**config.mk**
```make
export PLATFORM = sky130hd
export DESIGN_NAME = fractal_sync_mp_req_fe
export DESIGN_NICKNAME = d
export VERILOG_FILES = /design/src/rtl/fractal_sync_mp_req_fe.sv
export SDC_FILE = /design/constraint.sdc
export NUM_CORES = 1
export LEC_CHECK = 0
export CORE_MARGIN = 1
export CORE_UTILIZATION = 40
export DETAILED_ROUTE_END_ITERATION = 7
export PLACE_DENSITY_LB_ADDON = 0.05
export SYNTH_ARGS = -nofsm -noshare
export SYNTH_HDL_FRONTEND = slang
export SYNTH_SLANG_ARGS = --single-unit
```
**constraint.sdc**
```tcl
create_clock -name clk_i -period 7.15 [get_ports clk_i]
set_input_delay 0.715 -clock clk_i [delete_from_list [all_inputs] [get_ports clk_i]]
set_output_delay 0.715 -clock clk_i [all_outputs]
set_load 0.02 [all_outputs]
```
**src/rtl/fractal_sync_mp_req_fe.sv**
```systemverilog
// Multi-port request front end for the fractal sync CAM: per-port request FIFOs,
// lowest-index collision arbitration on equal signatures, and registered check-hit responses.
package fractal_sync_pkg;
  localparam int unsigned SD_WIDTH = 2;
endpackage

module fractal_sync_mp_req_fifo #(
  parameter int unsigned W     = 8,
  parameter int unsigned DEPTH = 2
)(
  input  logic         clk_i,
  input  logic         rst_ni,
  input  logic         push_i,
  input  logic [W-1:0] data_i,
  input  logic         pop_i,
  output logic [W-1:0] data_o,
  output logic         empty_o,
  output logic         full_o
);
  localparam int unsigned AW = (DEPTH > 1) ? $clog2(DEPTH) : 1;
  localparam int unsigned CW = $clog2(DEPTH + 1);

  logic [DEPTH-1:0][W-1:0] mem;
  logic [AW-1:0]           wr_ptr, rd_ptr;
  logic [CW-1:0]           cnt;

  assign empty_o = (cnt == '0);
  assign full_o  = (cnt == CW'(DEPTH));
  assign data_o  = mem[rd_ptr];

  // Callers guarantee push only when !full and pop only when !empty.
  always_ff @(posedge clk_i or negedge rst_ni) begin
    if (!rst_ni) begin
      mem    <= '0;
      wr_ptr <= '0;
      rd_ptr <= '0;
      cnt    <= '0;
    end else begin
      if (push_i) begin
        mem[wr_ptr] <= data_i;
        wr_ptr      <= (wr_ptr == AW'(DEPTH - 1)) ? '0 : wr_ptr + 1'b1;
      end
      if (pop_i)
        rd_ptr <= (rd_ptr == AW'(DEPTH - 1)) ? '0 : rd_ptr + 1'b1;
      case ({push_i, pop_i})
        2'b10:   cnt <= cnt + 1'b1;
        2'b01:   cnt <= cnt - 1'b1;
        default: cnt <= cnt;
      endcase
    end
  end
endmodule

module fractal_sync_mp_req_fe #(
  parameter  int unsigned N_PORTS    = 2,
  parameter  int unsigned LVL_WIDTH  = 4,
  parameter  int unsigned ID_WIDTH   = 4,
  parameter  int unsigned FIFO_DEPTH = 2,
  localparam int unsigned SIG_WIDTH  = LVL_WIDTH + ID_WIDTH,
  localparam int unsigned SD_WIDTH   = fractal_sync_pkg::SD_WIDTH
)(
  input  logic                                clk_i,
  input  logic                                rst_ni,
  input  logic [N_PORTS-1:0]                  req_valid_i,
  output logic [N_PORTS-1:0]                  req_ready_o,
  input  logic [N_PORTS-1:0]                  req_set_i,
  input  logic [N_PORTS-1:0][LVL_WIDTH-1:0]   req_level_i,
  input  logic [N_PORTS-1:0][ID_WIDTH-1:0]    req_id_i,
  input  logic [N_PORTS-1:0][SD_WIDTH-1:0]    req_sd_i,
  output logic [N_PORTS-1:0]                  cam_check_o,
  output logic [N_PORTS-1:0]                  cam_set_o,
  output logic [N_PORTS-1:0][SIG_WIDTH-1:0]   cam_sig_o,
  output logic [N_PORTS-1:0]                  cam_sig_valid_o,
  output logic [N_PORTS-1:0][SD_WIDTH-1:0]    cam_sd_o,
  input  logic [N_PORTS-1:0]                  cam_present_i,
  input  logic [N_PORTS-1:0][SD_WIDTH-1:0]    cam_sd_i,
  output logic [N_PORTS-1:0]                  rsp_valid_o,
  input  logic [N_PORTS-1:0]                  rsp_ready_i,
  output logic [N_PORTS-1:0][LVL_WIDTH-1:0]   rsp_level_o,
  output logic [N_PORTS-1:0][ID_WIDTH-1:0]    rsp_id_o,
  output logic [N_PORTS-1:0][SD_WIDTH-1:0]    rsp_sd_o
);
  typedef struct packed {
    logic                 set;
    logic [LVL_WIDTH-1:0] level;
    logic [ID_WIDTH-1:0]  id;
    logic [SD_WIDTH-1:0]  sd;
  } req_t;

  localparam int unsigned REQ_W = $bits(req_t);

  req_t [N_PORTS-1:0]                head;
  logic [N_PORTS-1:0][SIG_WIDTH-1:0] sig;
  logic [N_PORTS-1:0]                empty, full, slot_free, elig, collision, issue, push;

  // Collision only looks at eligibility, never at cam_present_i, so there is no loop through the CAM.
  always_comb begin
    collision = '0;
    for (int p = 1; p < N_PORTS; p++)
      for (int q = 0; q < p; q++)
        if (elig[q] && sig[q] == sig[p]) collision[p] = 1'b1;
  end

  for (genvar p = 0; p < N_PORTS; p++) begin : g_port
    req_t req_in, head_raw;

    assign req_in = '{set: req_set_i[p], level: req_level_i[p], id: req_id_i[p], sd: req_sd_i[p]};
    assign push[p]        = req_valid_i[p] & ~full[p];
    assign req_ready_o[p] = ~full[p];

    fractal_sync_mp_req_fifo #(.W(REQ_W), .DEPTH(FIFO_DEPTH)) u_fifo (
      .clk_i   (clk_i),
      .rst_ni  (rst_ni),
      .push_i  (push[p]),
      .data_i  (req_in),
      .pop_i   (issue[p]),
      .data_o  (head_raw),
      .empty_o (empty[p]),
      .full_o  (full[p])
    );

    assign head[p]      = head_raw;
    assign sig[p]       = {head_raw.level, head_raw.id};
    assign slot_free[p] = ~rsp_valid_o[p] | rsp_ready_i[p];
    assign elig[p]      = ~empty[p] & slot_free[p];
    assign issue[p]     = elig[p] & ~collision[p];

    assign cam_sig_valid_o[p] = issue[p];
    assign cam_check_o[p]     = issue[p] & ~head_raw.set;
    assign cam_set_o[p]       = issue[p] & head_raw.set;
    assign cam_sig_o[p]       = issue[p] ? sig[p] : '0;
    assign cam_sd_o[p]        = issue[p] ? head_raw.sd : '0;

    // Reload on a check hit takes priority over the consumer's clear.
    always_ff @(posedge clk_i or negedge rst_ni) begin
      if (!rst_ni) begin
        rsp_valid_o[p] <= 1'b0;
        rsp_level_o[p] <= '0;
        rsp_id_o[p]    <= '0;
        rsp_sd_o[p]    <= '0;
      end else if (issue[p] && !head_raw.set && cam_present_i[p]) begin
        rsp_valid_o[p] <= 1'b1;
        rsp_level_o[p] <= head_raw.level;
        rsp_id_o[p]    <= head_raw.id;
        rsp_sd_o[p]    <= head_raw.sd | cam_sd_i[p];
      end else if (rsp_ready_i[p]) begin
        rsp_valid_o[p] <= 1'b0;
      end
    end
  end
endmodule

```
== Word-level counts from Yosys, hierarchy flattened ==
Cells that the tools add are included.

* Register bits: 74

* Eq/ne operators: 7
* Reduce and logical (&&, ||, !) cells: 15
* Add/subtract/negate cells: 8
* Order comparisons: 6
* Bitwise gates (word level): 22
* Multiplexer cells: 25

{| class="wikitable"
|+ Operators with widths
! operator !! number
|-
| $mux W11 || 6
|-
| $bwmux W22 || 2
|-
| $demux W11 S1 || 2
|-
| $mux W8 || 2
|-
| $and A1 B1 Y1 || 9
|-
| $mux W1 || 9
|-
| $not A1 Y1 || 9
|-
| $eq A2 B2 Y1 const B || 4
|-
| $eq A8 B8 Y1 || 1
|-
| $lt A1 B2 Y1 const B || 4
|-
| $pmux W2 S2 || 2
|-
| $reduce_bool A2 Y1 || 4
|-
| $logic_and A1 B1 Y1 || 7
|-
| $add A1 B1 Y1 const B || 4
|-
| $add A2 B1 Y2 const B || 2
|-
| $eq A2 B1 Y1 const B || 2
|-
| $logic_not A2 Y1 || 2
|-
| $mux W2 || 2
|-
| $or A2 B2 Y2 || 2
|-
| $sub A2 B1 Y2 const B || 2
|-
| $ge A1 B1 Y1 const B || 2
|-
| $logic_not A1 Y1 || 2
|-
| $or A1 B1 Y1 || 2
|}

== Longest topological paths before layout ==
* Word-level depth: 10
* Mapped depth: 11

== By module ==
Synthesis repeated with hierarchy kept, for this count alone.

* Cells, all modules: 253
* Area total of the unflattened synthesis: 3453.3 um^2

{| class="wikitable"
|+ By module, submodules not included
! module !! seq. area each (um^2) !! times used !! area each (um^2) !! cells an instance
|-
| fractal_sync_mp_req_fifo || 650.6 || 2 || 1133.6 || 74
|-
| fractal_sync_mp_req_fe || 550.5 || 1 || 1186.1 || 105
|}

== Worst setup path after synthesis ==
No wires, ideal clock.

* Path kind: input port to output port
* From: input port rsp_ready_i[0]
* To: output port cam_sd_o[2] in the netlist's numbering
* Stages: 6
* Setup slack: 4.599 ns
* Arrival: 1.836 ns
* Path through: nand2b_1 -> o21ai_1 -> nor2_1 -> a31o_4 -> buf_2 -> nor2_1

{| class="wikitable"
|+ RTL lines
! item !! RTL line !! source
|-
| start: declaration || 78 || <nowiki>input logic [N_PORTS-1:0] rsp_ready_i,</nowiki>
|-
| end: declaration || 74 || <nowiki>output logic [N_PORTS-1:0][SD_WIDTH-1:0] cam_sd_o,</nowiki>
|}

== Worst setup path after layout ==
* From: register g_port[1].u_fifo.rd_ptr
* To: output port cam_sig_valid_o[1]

* Word-level cells in the longest chain between the ends: 7

{| class="wikitable"
|+ RTL lines
! item !! RTL line !! source
|-
| start: declaration || 24 || <nowiki>logic [AW-1:0] wr_ptr, rd_ptr;</nowiki>
|-
| start signal: assignment || 44 || <nowiki>rd_ptr <= (rd_ptr == AW'(DEPTH - 1)) ? '0 : rd_ptr + 1'b1;</nowiki>
|-
| $mux W11 (not written as such) (2 in a row) || 29 || <nowiki>assign data_o = mem[rd_ptr];</nowiki>
|-
| $eq A8 B8 Y1 || 101 || <nowiki>if (elig[q] && sig[q] == sig[p]) collision[p] = 1'b1;</nowiki>
|-
| $logic_and A1 B1 Y1 || 101 ||
|-
| $mux W1 || 101 ||
|-
| $not A1 Y1 || 126 || <nowiki>assign issue[p] = elig[p] & ~collision[p];</nowiki>
|-
| $and A1 B1 Y1 || 126 ||
|-
| end: declaration || 73 || <nowiki>output logic [N_PORTS-1:0] cam_sig_valid_o,</nowiki>
|}

Every way passes these cells. The select of a mux whose other input is x is not followed.

==> reports/qor.csv <==
stage;metric;value;unit
detailed_routing;dr.pass1.iters;4;
grt;grt_start_max_net_pins;75;
detailed_routing;drt-initial-drc-count;86;
layout;drive_gt1_frac;0.198;
critical_path;cp.required;6.43;ns
sta;whs;0.485;ns
yosys;yosysTopAreaCell;dfrtp_1;
clocking;cts_resized;0;
sta;setup_viol;0;
critical_path;cp_num_buf_inv;2;
die;die_w;93.2;um
sta;period_needed;3.85;ns
detailed_routing;drcViolationCount;0;
layout;area_growth;32.8;%
sta;worstMarginPinSlew;1.06;ns
clocking;clk_pin_slew;0.08;ns
placed_design;port_buffers;83;
die;ioPinCount;84;
placed_design;place_ws;3.63;ns
flow_run;maxCapViolCount;0;
critical_path;critPathLaunch;g_port[1].u_fifo.rd_ptr;
pwr;irDropWorstVdd;307;uV
die;dieArea;8690;um2
yosys;ys_seq_area_frac;0.556;
critical_path;crit_fanout;32;
layout;fill_cells;711;
yosys;netlist_area;3330;um2
grt;grt_remaining_overflow;0;
min_path;holdPathStages;2;
critical_path;r2r_slack;4.19;ns
critical_path;crit_type;reg -> out;
sta;rsz0062_at_grt;no;
grt;grt_usage;0.185;
placed_design;dp_hpwl;4860;um
yosys;synth_edf_count;0;
sta;relSlewSlack;0.290;
min_path;min_to;rsp_level_o[2];
sta;skew;0.00997;ns
clocking;cts_hold_buf;0;
yosys;synthTopCellsByCount;74 x dfrtp_1, 46 x mux2_2, 27 x nor2_1, 21 x mux2i_1, 18 x o21ai_0;
placed_design;place_congestion;0.697;
yosys;synth_seq_cells;74;
clocking;cts_tree;yes;
yosys;synthArstFlopShare;1.00;
detailed_routing;routed_wirelength;7080;um
yosys;synthFlopType;dfrtp_1;
clocking;clockBufferDepth;2;
yosys;syn_nets;299;
yosys;synth_area_leaders;dfrtp_1 56%, mux2_2 16%, mux2i_1 6.3%, nor2_1 3.0%, o21ai_0 2.7%;
yosys;syn_inst;263;
die;dieHeight;93.2;um
critical_path;cp_num_cells;6;
critical_path;cp_slowest_cell;dfrtp_1;
critical_path;crit_chain;mux2i_1 -> xor2_1 -> nor3_1 -> a31o_4 -> inv_1 -> clkdlybuf4s50_1;
yosys;yosys_warnings;0;
clocking;worstSkewPairLatency;0.34;ns
detailed_routing;vias_per_cell;4.85;
clocking;cts.htree.levels;3;
sta;drv_slew;0;
yosys;synth_cell_type_count;27;
min_path;hp-start;rsp_level_o[2];
status;outcome;complete, no violations;
sta;finalCritPeriodShare;0.538;
detailed_routing;wl_per_cell;15.7;um
die;initial_core_util;0.422;
clocking;clock-sinks;74;
pwr;power_density;565;nW/um2
min_path;hold_class;reg -> reg;
layout;nets;380;
critical_path;cp-start-kind;flop;
sta;fin_ws;3.30;ns
sta;hold_viol_final;0;
sta;clock.fmax;260;MHz
yosys;synth_most_common_cell;dfrtp_1;
die;rows;32;
clocking;numCtsBuffers;9;
grt;grt_first_pass_wirelength;12100;um
layout;antenna_cells;0;
yosys;yosys.area.top_type_share;0.556;
detailed_routing;vias;2187;
critical_path;timing.rr.end;g_port[1].u_fifo.cnt[1];
die;core;7890;um2
grt;grt_pass1_vias;2287;
critical_path;regToRegStartpoint;g_port[1].u_fifo.rd_ptr;
critical_path;cp-end-kind;primary output;
grt;antenna_found_initial;0;
clocking;postCtsSetupBuffers;0;
critical_path;cpPeakStageDelay;0.79;ns
yosys;syn_avg_cell_area;12.7;um2
critical_path;cp_top_family;flip-flops;
critical_path;arrival;3.13;ns
clocking;root_buffer;clkbuf_8;
critical_path;reg2reg_depth;8;
detailed_routing;final_antenna_net_count;0;
sta;finalSetupTns;0;ns
pwr;leakage;1.88;nW
## how the worst max path moves through the flow
stage,end
2_1_floorplan,cam_sd_o[2]
3_5_place_dp,cam_sig_valid_o[1]
4_1_cts,cam_sig_valid_o[1]
3_3_place_gp,cam_sig_valid_o[1]
6_report,cam_sig_valid_o[1]
5_1_grt,cam_sig_valid_o[1]
## stage by stage
stage	instance area, um2	total power, mW	instances	util
after floorplan	3330	1.66	263	-
after global placement	4200	2.15	435	0.533
after detailed placement	4200	2.16	435	0.533
after CTS	4420	2.52	451	0.560
after global routing	4420	2.69	451	0.560
final	4420	2.50	451	0.560
## registers in the layout, summed over array words and instances (netlist names)
name and flops:
rsp_sd_o 4, g_port.u_fifo.mem 44, g_port.u_fifo.rd_ptr 2, rsp_level_o 8
rsp_valid_o 2, rsp_id_o 8, g_port.u_fifo.cnt 4, g_port.u_fifo.wr_ptr 2
## power breakdown
group	switching, mW	internal (mW)	total, mW
Sequential	0.146	0.633	0.779
Combinational	0.693	0.667	1.36
Clock	0.151	0.205	0.357
## placed cells by master, fill, tap and decap left out, drive strengths merged
| cell | Yosys | layout |
|---|---|---|
| and2 | 1 | 1 |
| mux2i | 22 | 22 |
| clkinv | 0 | 2 |
| xor2 | 10 | 10 |
| o21ai | 19 | 19 |
| ha | 2 | 2 |
| clkinvlp | 0 | 1 |
| clkdlybuf4s50 | 0 | 82 |
| clkbuf | 5 | 11 |
| inv | 2 | 2 |
| mux2 | 48 | 48 |
| nor2 | 28 | 28 |
| nand2 | 13 | 13 |
| nor3 | 1 | 1 |
| a31o | 1 | 1 |
| buf | 9 | 2 |
| nand2b | 8 | 8 |
| dfrtp | 74 | 74 |
| xnor2 | 8 | 8 |
| bufinv | 0 | 2 |
| o31ai | 8 | 8 |
| nand3 | 2 | 2 |
| nor4 | 1 | 1 |
| nor2b | 1 | 1 |
## routing by layer
layer / share of wire / track usage
met5: 0 / 0
met4: 0.012 / 0.0769
met3: 0.050 / 0.0431
met2: 0.44 / 0.265
met1: 0.50 / 0.269
## final cells by class
type,instances,area (um2),share of cell area
clock buffers,11,141,0.0320
multi-input cells,173,1380,0.312
repair buffers,84,836,0.189
inverters,2,7.51,0.00170
clock inverters,5,77.6,0.0175
well taps,102,128,0.0289
flip-flops and latches,74,1850,0.419
## logic make-up (layout without fill, tap and decap cells)
group / Yosys count / in the layout / synth area share
DFF: 74 / 74 / 0.556
AOI/OAI and AO/OA: 28 / 28 / 0.0519
xor gates and xnor gates: 18 / 18 / 0.0474
buffers and inverters: 16 / 102 / 0.0297
and+or+nand+nor: 55 / 55 / 0.0755
muxes: 70 / 70 / 0.232
adders and majority gates: 2 / 2 / 0.00751
## tightest hold or removal path: stages (launching register included)
cell and delay [ns]:
dfrtp_1 0.35, nand2_1 0.05, o21ai_0 0.06
No activity file was read; power rests on OpenSTA's default activity.
